===== src/rtl/ir_nec_receiver.sv =====
// NEC infrared remote decoder. It measures marks and spaces in slow ticks and queues the
// decoded {address, command} codes. Define IR_NEC_REPEAT_EN to also queue repeat codes.

module ir_nec_receiver #(
    parameter int TICK_DIV   = 1750,
    parameter int FIFO_DEPTH = 4,
    parameter int TOL_LEAD   = 40,
    parameter int TOL_BIT    = 10,
    parameter int CHECK_CMD  = 1
) (
    input  logic        clk,
    input  logic        rst,
    input  logic        ir,
    output logic [15:0] code_data,
    output logic        code_repeat,
    output logic        code_valid,
    input  logic        code_ready,
    output logic        err,
    output logic        overflow
);

    localparam int         TW      = (TICK_DIV > 1) ? $clog2(TICK_DIV) : 1;
    localparam int         PW      = (FIFO_DEPTH > 1) ? $clog2(FIFO_DEPTH) : 1;
    localparam int         CW      = PW + 1;
    localparam logic [8:0] DUR_MAX = 9'd511;
`ifdef IR_NEC_REPEAT_EN
    localparam int         EW      = 17;
`else
    localparam int         EW      = 16;
`endif

    typedef enum logic [2:0] {IDLE, LEAD_MARK, LEAD_SPACE, DATA, STOP} state_e;

    function automatic logic in_win(input logic [8:0] dur, input int nom, input int tol);
        return (int'(dur) > nom - tol) && (int'(dur) < nom + tol);
    endfunction

    logic ir0_q, ir1_q, ir2_q;
    logic rise, fall;

    always_ff @(posedge clk) begin
        // NOTE: non-blocking assignments let every stage sample the previous stage's old value.
        if (rst) begin
            ir0_q <= 1'b0;
            ir1_q <= 1'b0;
            ir2_q <= 1'b0;
        end else begin
            ir0_q <= ir;
            ir1_q <= ir0_q;
            ir2_q <= ir1_q;
        end
    end

    assign rise = !ir2_q && ir1_q;
    assign fall = ir2_q && !ir1_q;

    logic [TW-1:0] tick_q, tick_d;
    logic [8:0]    dur_q, dur_d;
    logic          clr_dur;

    always_comb begin
        tick_d = tick_q;
        dur_d  = dur_q;
        if (rise || fall || clr_dur) begin
            tick_d = '0;
            dur_d  = '0;
        end else if (tick_q == TW'(TICK_DIV - 1)) begin
            tick_d = '0;
            if (dur_q != DUR_MAX) dur_d = dur_q + 9'd1;
        end else begin
            tick_d = tick_q + TW'(1);
        end
    end

    state_e        state_q, state_d;
    logic [4:0]    bits_q, bits_d;
    logic [31:0]   word_q, word_d;
    logic          rep_q, rep_d;
    logic          err_q, err_d;
    logic          push;
    logic [15:0]   push_code;
    logic [EW-1:0] push_entry;
`ifdef IR_NEC_REPEAT_EN
    logic          push_rep;
    logic [15:0]   last_q, last_d;
    logic          last_vld_q, last_vld_d;
`endif

    always_comb begin
        // NOTE: every variable gets a default first so no path through the case infers a latch.
        state_d   = state_q;
        bits_d    = bits_q;
        word_d    = word_q;
        rep_d     = rep_q;
        err_d     = 1'b0;
        clr_dur   = 1'b0;
        push      = 1'b0;
        push_code = {word_q[31:24], word_q[15:8]};
`ifdef IR_NEC_REPEAT_EN
        push_rep   = 1'b0;
        last_d     = last_q;
        last_vld_d = last_vld_q;
`endif
        if (state_q != IDLE && dur_q == DUR_MAX) begin
            state_d = IDLE;
            err_d   = 1'b1;
        end else begin
            case (state_q)
                IDLE: begin
                    // Clearing here stops a stuck-high input from retriggering a timeout on every cycle.
                    if (ir1_q) begin
                        state_d = LEAD_MARK;
                        clr_dur = 1'b1;
                    end
                end
                LEAD_MARK: begin
                    if (fall) begin
                        if (in_win(dur_q, 257, TOL_LEAD)) begin
                            state_d = LEAD_SPACE;
                        end else begin
                            state_d = IDLE;
                            err_d   = 1'b1;
                        end
                    end
                end
                LEAD_SPACE: begin
                    if (rise) begin
                        if (in_win(dur_q, 128, TOL_LEAD)) begin
                            state_d = DATA;
                            bits_d  = '0;
                            rep_d   = 1'b0;
                        end else if (in_win(dur_q, 64, TOL_LEAD)) begin
                            state_d = STOP;
                            rep_d   = 1'b1;
                        end else begin
                            state_d = IDLE;
                            err_d   = 1'b1;
                        end
                    end
                end
                DATA: begin
                    if (fall && !in_win(dur_q, 16, TOL_BIT)) begin
                        state_d = IDLE;
                        err_d   = 1'b1;
                    end else if (rise) begin
                        if (in_win(dur_q, 16, TOL_BIT) || in_win(dur_q, 48, TOL_BIT)) begin
                            word_d = {word_q[30:0], !in_win(dur_q, 16, TOL_BIT)};
                            bits_d = bits_q + 5'd1;
                            if (bits_q == 5'd31) state_d = STOP;
                        end else begin
                            state_d = IDLE;
                            err_d   = 1'b1;
                        end
                    end
                end
                STOP: begin
                    if (fall) begin
                        state_d = IDLE;
                        if (!in_win(dur_q, 16, TOL_BIT)) begin
                            err_d = 1'b1;
                        end else if (rep_q) begin
`ifdef IR_NEC_REPEAT_EN
                            if (last_vld_q) begin
                                push      = 1'b1;
                                push_code = last_q;
                                push_rep  = 1'b1;
                            end
`endif
                        end else if (CHECK_CMD != 0 && word_q[7:0] != ~word_q[15:8]) begin
                            err_d = 1'b1;
                        end else begin
                            push = 1'b1;
`ifdef IR_NEC_REPEAT_EN
                            last_d     = {word_q[31:24], word_q[15:8]};
                            last_vld_d = 1'b1;
`endif
                        end
                    end
                end
                default: state_d = IDLE;
            endcase
        end
    end

`ifdef IR_NEC_REPEAT_EN
    assign push_entry = {push_rep, push_code};
`else
    assign push_entry = push_code;
`endif

    always_ff @(posedge clk) begin
        if (rst) begin
            state_q <= IDLE;
            bits_q  <= '0;
            word_q  <= '0;
            rep_q   <= 1'b0;
            err_q   <= 1'b0;
            tick_q  <= '0;
            dur_q   <= '0;
`ifdef IR_NEC_REPEAT_EN
            last_q     <= '0;
            last_vld_q <= 1'b0;
`endif
        end else begin
            state_q <= state_d;
            bits_q  <= bits_d;
            word_q  <= word_d;
            rep_q   <= rep_d;
            err_q   <= err_d;
            tick_q  <= tick_d;
            dur_q   <= dur_d;
`ifdef IR_NEC_REPEAT_EN
            last_q     <= last_d;
            last_vld_q <= last_vld_d;
`endif
        end
    end

    logic [EW-1:0] mem_q [FIFO_DEPTH];
    logic [EW-1:0] head;
    logic [PW-1:0] wr_ptr_q, rd_ptr_q;
    logic [CW-1:0] count_q;
    logic          ovf_q;
    logic          pop, full, do_push;

    assign pop     = code_valid && code_ready;
    assign full    = (count_q == CW'(FIFO_DEPTH));
    assign do_push = push && (!full || pop);

    always_ff @(posedge clk) begin
        if (rst) begin
            wr_ptr_q <= '0;
            rd_ptr_q <= '0;
            count_q  <= '0;
            ovf_q    <= 1'b0;
        end else begin
            if (do_push) wr_ptr_q <= wr_ptr_q + PW'(1);
            if (pop)     rd_ptr_q <= rd_ptr_q + PW'(1);
            case ({do_push, pop})
                2'b10:   count_q <= count_q + CW'(1);
                2'b01:   count_q <= count_q - CW'(1);
                default: count_q <= count_q;
            endcase
            if (push && !do_push) ovf_q <= 1'b1;
        end
    end

    // NOTE: the storage array has no reset; count_q defines occupancy and the outputs are masked when empty.
    always_ff @(posedge clk) begin
        if (do_push) mem_q[wr_ptr_q] <= push_entry;
    end

    assign head       = mem_q[rd_ptr_q];
    assign code_valid = (count_q != '0);
    assign code_data  = code_valid ? head[15:0] : 16'h0000;
`ifdef IR_NEC_REPEAT_EN
    assign code_repeat = code_valid && head[16];
`else
    assign code_repeat = 1'b0;
`endif
    assign err      = err_q;
    assign overflow = ovf_q;

endmodule


===== config.mk =====
export PLATFORM = sky130hd
export DESIGN_NAME = ir_nec_receiver
export DESIGN_NICKNAME = d
export VERILOG_FILES = /design/src/rtl/ir_nec_receiver.sv
export SDC_FILE = /design/constraint.sdc
export NUM_CORES = 1
export LEC_CHECK = 0
export BUFFER_PORTS_ARGS = -buffer_cell sky130_fd_sc_hd__buf_2
export CAP_MARGIN = 15
export CORE_MARGIN = 1
export CORE_UTILIZATION = 55
export CTS_BUF_LIST = sky130_fd_sc_hd__clkbuf_2 sky130_fd_sc_hd__clkbuf_4 sky130_fd_sc_hd__clkbuf_8
export DETAILED_ROUTE_END_ITERATION = 10
export PLACE_DENSITY = 0.75
export SLEW_MARGIN = 20
export SYNTH_ARGS = -nofsm -noshare
export SYNTH_HDL_FRONTEND = slang
export SYNTH_SLANG_ARGS = --single-unit
export TNS_END_PERCENT = 20

===== constraint.sdc =====
create_clock -name clk -period 2.7 [get_ports clk]
set_clock_uncertainty 0.15 [all_clocks]
set_input_delay 0.27 -clock clk [delete_from_list [all_inputs] [get_ports clk]]
set_output_delay 0.27 -clock clk [all_outputs]
set_load 0.02 [all_outputs]

==> flow_summary_export.csv <==
group,metric,value,unit
run_status,status,"complete, no violations",
synthesis,syn_area,6050,um2
worst_hold_path,holdPathEnd,"ir2_q",
synthesis,syn_area_per_cell,11.1,um2
clock_tree,clk_latency,430,ps
global_route,grt_max_degree,33,
power_and_ir_drop,leakage,2.48,nW
die,pin_count,24,
die,die_h,107,um
placed_design,place_congestion,0.819,
run,cap_violations,0,
synthesis,ys_types,61,
worst_setup_path,r2r_slack,30,ps
timing,max_freq,375,MHz
clock_tree,cts_sinks,139,
global_route,track_usage,20.9,%
route,post-route-drc-count,0,
route,dr_wl_met3,372,um
timing,slew_headroom,48.8,%
synthesis,async_reset_ff_share,0,%
clock_tree,clk_pin_slew,90,ps
timing,finalMaxSlewViolations,0,
clock_tree,cts_tree,"yes",
power_and_ir_drop,powerDensity,549,nW/um2
power_and_ir_drop,ir_worst_vdd,0.000274,V
placed_design,numPortBuffers,22,
global_route,first_global_vias,4035,
timing,finalHoldWorstSlack,93.6,ps
route,drt-initial-drc-count,250,
route,vias,4069,
synthesis,synth_seq_cells,139,
clock_tree,htree_levels,4,
global_route,antenna_found_initial,0,
placed_design,dp_hpwl,7220,um
timing,tightestPinTransition,748,ps
synthesis,synthCells,544,
synthesis,ys_seq_area_share,56.6,%
worst_setup_path,rr_worst_depth,13,
route,ant_nets,0,
die,start_util,57.6,%
worst_setup_path,cp_data_required_time,2850,ps
route,wire_per_inst,14.6,um
timing,fin_crit,2670,ps
synthesis,yosys_warnings,0,
timing,setup_viol_count_final,0,
route,viasPerCell,5.47,
worst_setup_path,critPathLaunchType,"flip-flop",
route,routed_wl,10900,um
worst_hold_path,hp-class,"primary input to flip-flop",
synthesis,synth_nets,563,
worst_setup_path,worstPathArrival,2810,ps
synthesis,synth_edf_count,64,
die,rows,37,
worst_setup_path,r2r-start,"dur_q[0]",
placed_design,place_area,6550,um2
worst_hold_path,hold_start,"rst",
global_route,overflow,0,
global_route,grt_pass1_wl,18500,um
worst_setup_path,rr_endpoint,"count_q[2]",
synthesis,synth_ff_type,"dfxtp_1",
final_layout,diodes,0,
route,wl_met2,5540,um
timing,period_share,98.7,%
die,die_area,11400,um2
clock_tree,cts_made_buffers,17,
worst_setup_path,worstSetupPathType,"flip-flop to flip-flop",
worst_setup_path,crit_fanout,5,
worst_setup_path,crit_path_end_kind,"flip-flop",
worst_hold_path,holdPathStages,2,
timing,finalHoldViolCount,0,
final_layout,drive_gt1_share,23.5,%
clock_tree,root_buffer,"clkbuf_8",
final_layout,fin_nets,614,
route,met1_length,4800,um
route,drt_pass1_iterations,5,
die,die_x,107,um
die,core_area,10500,um2
final_layout,final_area,7060,um2
final_layout,areaGrowthSynthToFinish,16.6,%
clock_tree,clk_path_buf_depth,2,
route,top_layer_used,"met4",
## critical path, cell delays in order (launching register included)
cell and delay, ps:
dfxtp_4 360, ha_4 150, nand4_1 80, nor2_1 60
ha_2 190, nor4b_4 240, nor3b_4 260, nor2_2 70
fa_2 420, nand2_2 100, nor2_2 40, o21a_1 190
nor2_1 120, o2111ai_1 110
## placed cells by master, fill, tap and decap left out, drive strengths merged, types with 2 or more instances in the layout
master / instances
a2111oi: 2
ha: 14
nand4: 7
o31ai: 4
nand4b: 2
o211ai: 2
clkinv: 6
o311ai: 2
inv: 24
o21a: 3
nor4b: 2
nand2: 78
and3: 2
edfxtp: 64
nor3b: 3
o21ai: 6
and2: 20
nor2: 56
nor4: 8
or3: 9
mux4: 16
a21oi: 42
xnor2: 15
mux2i: 6
xor2: 13
nand3: 9
nor3: 5
buf: 59
dfxtp: 75
nand2b: 8
nor2b: 4
clkbuf: 17
or2: 2
## power by group
group | switching [W] | internal [W] | total, W
clock | 0.000903 | 0.000688 | 0.00159
combinational | 0.0000602 | 0.0000344 | 0.0000946
sequential | 0.00000639 | 0.00219 | 0.00219
## layout make-up
type	instances	area, um2
Fill cell	774	3450
Sequential cell	139	3440
Clock buffer	17	234
Tap cell	136	170
Clock inverter	15	151
Multi-Input combinational cell	361	2550
Inverter	16	60.1
Timing Repair Buffer	60	460
## flip-flops by register name, summed over array words and instances (netlist names), named ones only
name	cells
bits_q	5
tick_q	11
ir1_q	1
ir2_q	1
rd_ptr_q	2
word_q	32
err	1
dur_q	9
ir0_q	1
count_q	3
state_q	3
mem_q	64
wr_ptr_q	2
rep_q	1
overflow	1
## per-stage QoR
step / setup slack (ps) / std cells / power, W / TNS (ps) / util (%)
after floorplan: 7.16 / 544 / 0.00231 / 0 / -
after global placement: 9.64 / 708 / 0.00233 / 0 / 62.4
after detailed placement: -61.1 / 708 / 0.00233 / -61.1 / 62.4
after CTS: 2.52 / 741 / 0.00390 / 0 / 66.2
after global routing: -37.8 / 744 / 0.00402 / -37.8 / 67.2
final: 34.6 / 744 / 0.00388 / 0 / 67.2
## worst max-delay path by stage
stage | startpoint | to | slack, ps | depth (start not counted)
6_report | dur_q[0] | count_q[2] | 30 | 13
5_1_grt | dur_q[0] | count_q[2] | -40 | 13
4_1_cts | dur_q[0] | count_q[2] | 3 | 12
3_5_place_dp | dur_q[0] | count_q[2] | -60 | 12
3_3_place_gp | dur_q[0] | count_q[2] | 10 | 12
2_1_floorplan | dur_q[4] | count_q[2] | 7 | 13
## synth_stat cells (all sizes together), types with 8 or more instances
cell    instances  area, um2
nor2           56        210
nand2b          8       50.1
ha             14        175
nor4            8       68.8
buf            12       68.8
inv            16       60.1
nand2          78        293
a21oi          42        210
or3             9       56.3
and2           20        125
nand3           9       45.0
clkbuf         16       60.1
edfxtp         64       1920
xnor2          15        131
xor2           13        114
dfxtp          75       1500
mux4           16        360
## routing by layer
layer,GRT usage (%),vias to the layer above
met2,37.0,84
met5,0,-
met1,24.8,1949
met3,4.74,15
met4,7.93,0
li1,-,2021
## cell families (layout without fill, tap and decap cells)
kind of cell	Yosys count	count (layout)	synth area share (%)
adder cells (fa/ha/maj)	15	15	3.22
AO/OA/AOI/OAI	74	74	7.61
AND/OR/NAND/NOR	220	220	18.2
flip-flops	139	139	56.6
XOR/XNOR	28	28	4.05
multiplexers	23	23	7.19
buffers and inverters	44	108	3.12
other	1	1	0.0619
## repair_timing
action / 4_1_cts / 5_1_grt
hold buffers: 1 / 0
pin swaps: 4 / 13
endpoints found under the setup margin: 1 / 2
buffers inserted: 0 / 3
gates resized for setup: 3 / 16
endpoints found under the hold margin: 1 / 0
(Power assumes the default switching activity.)
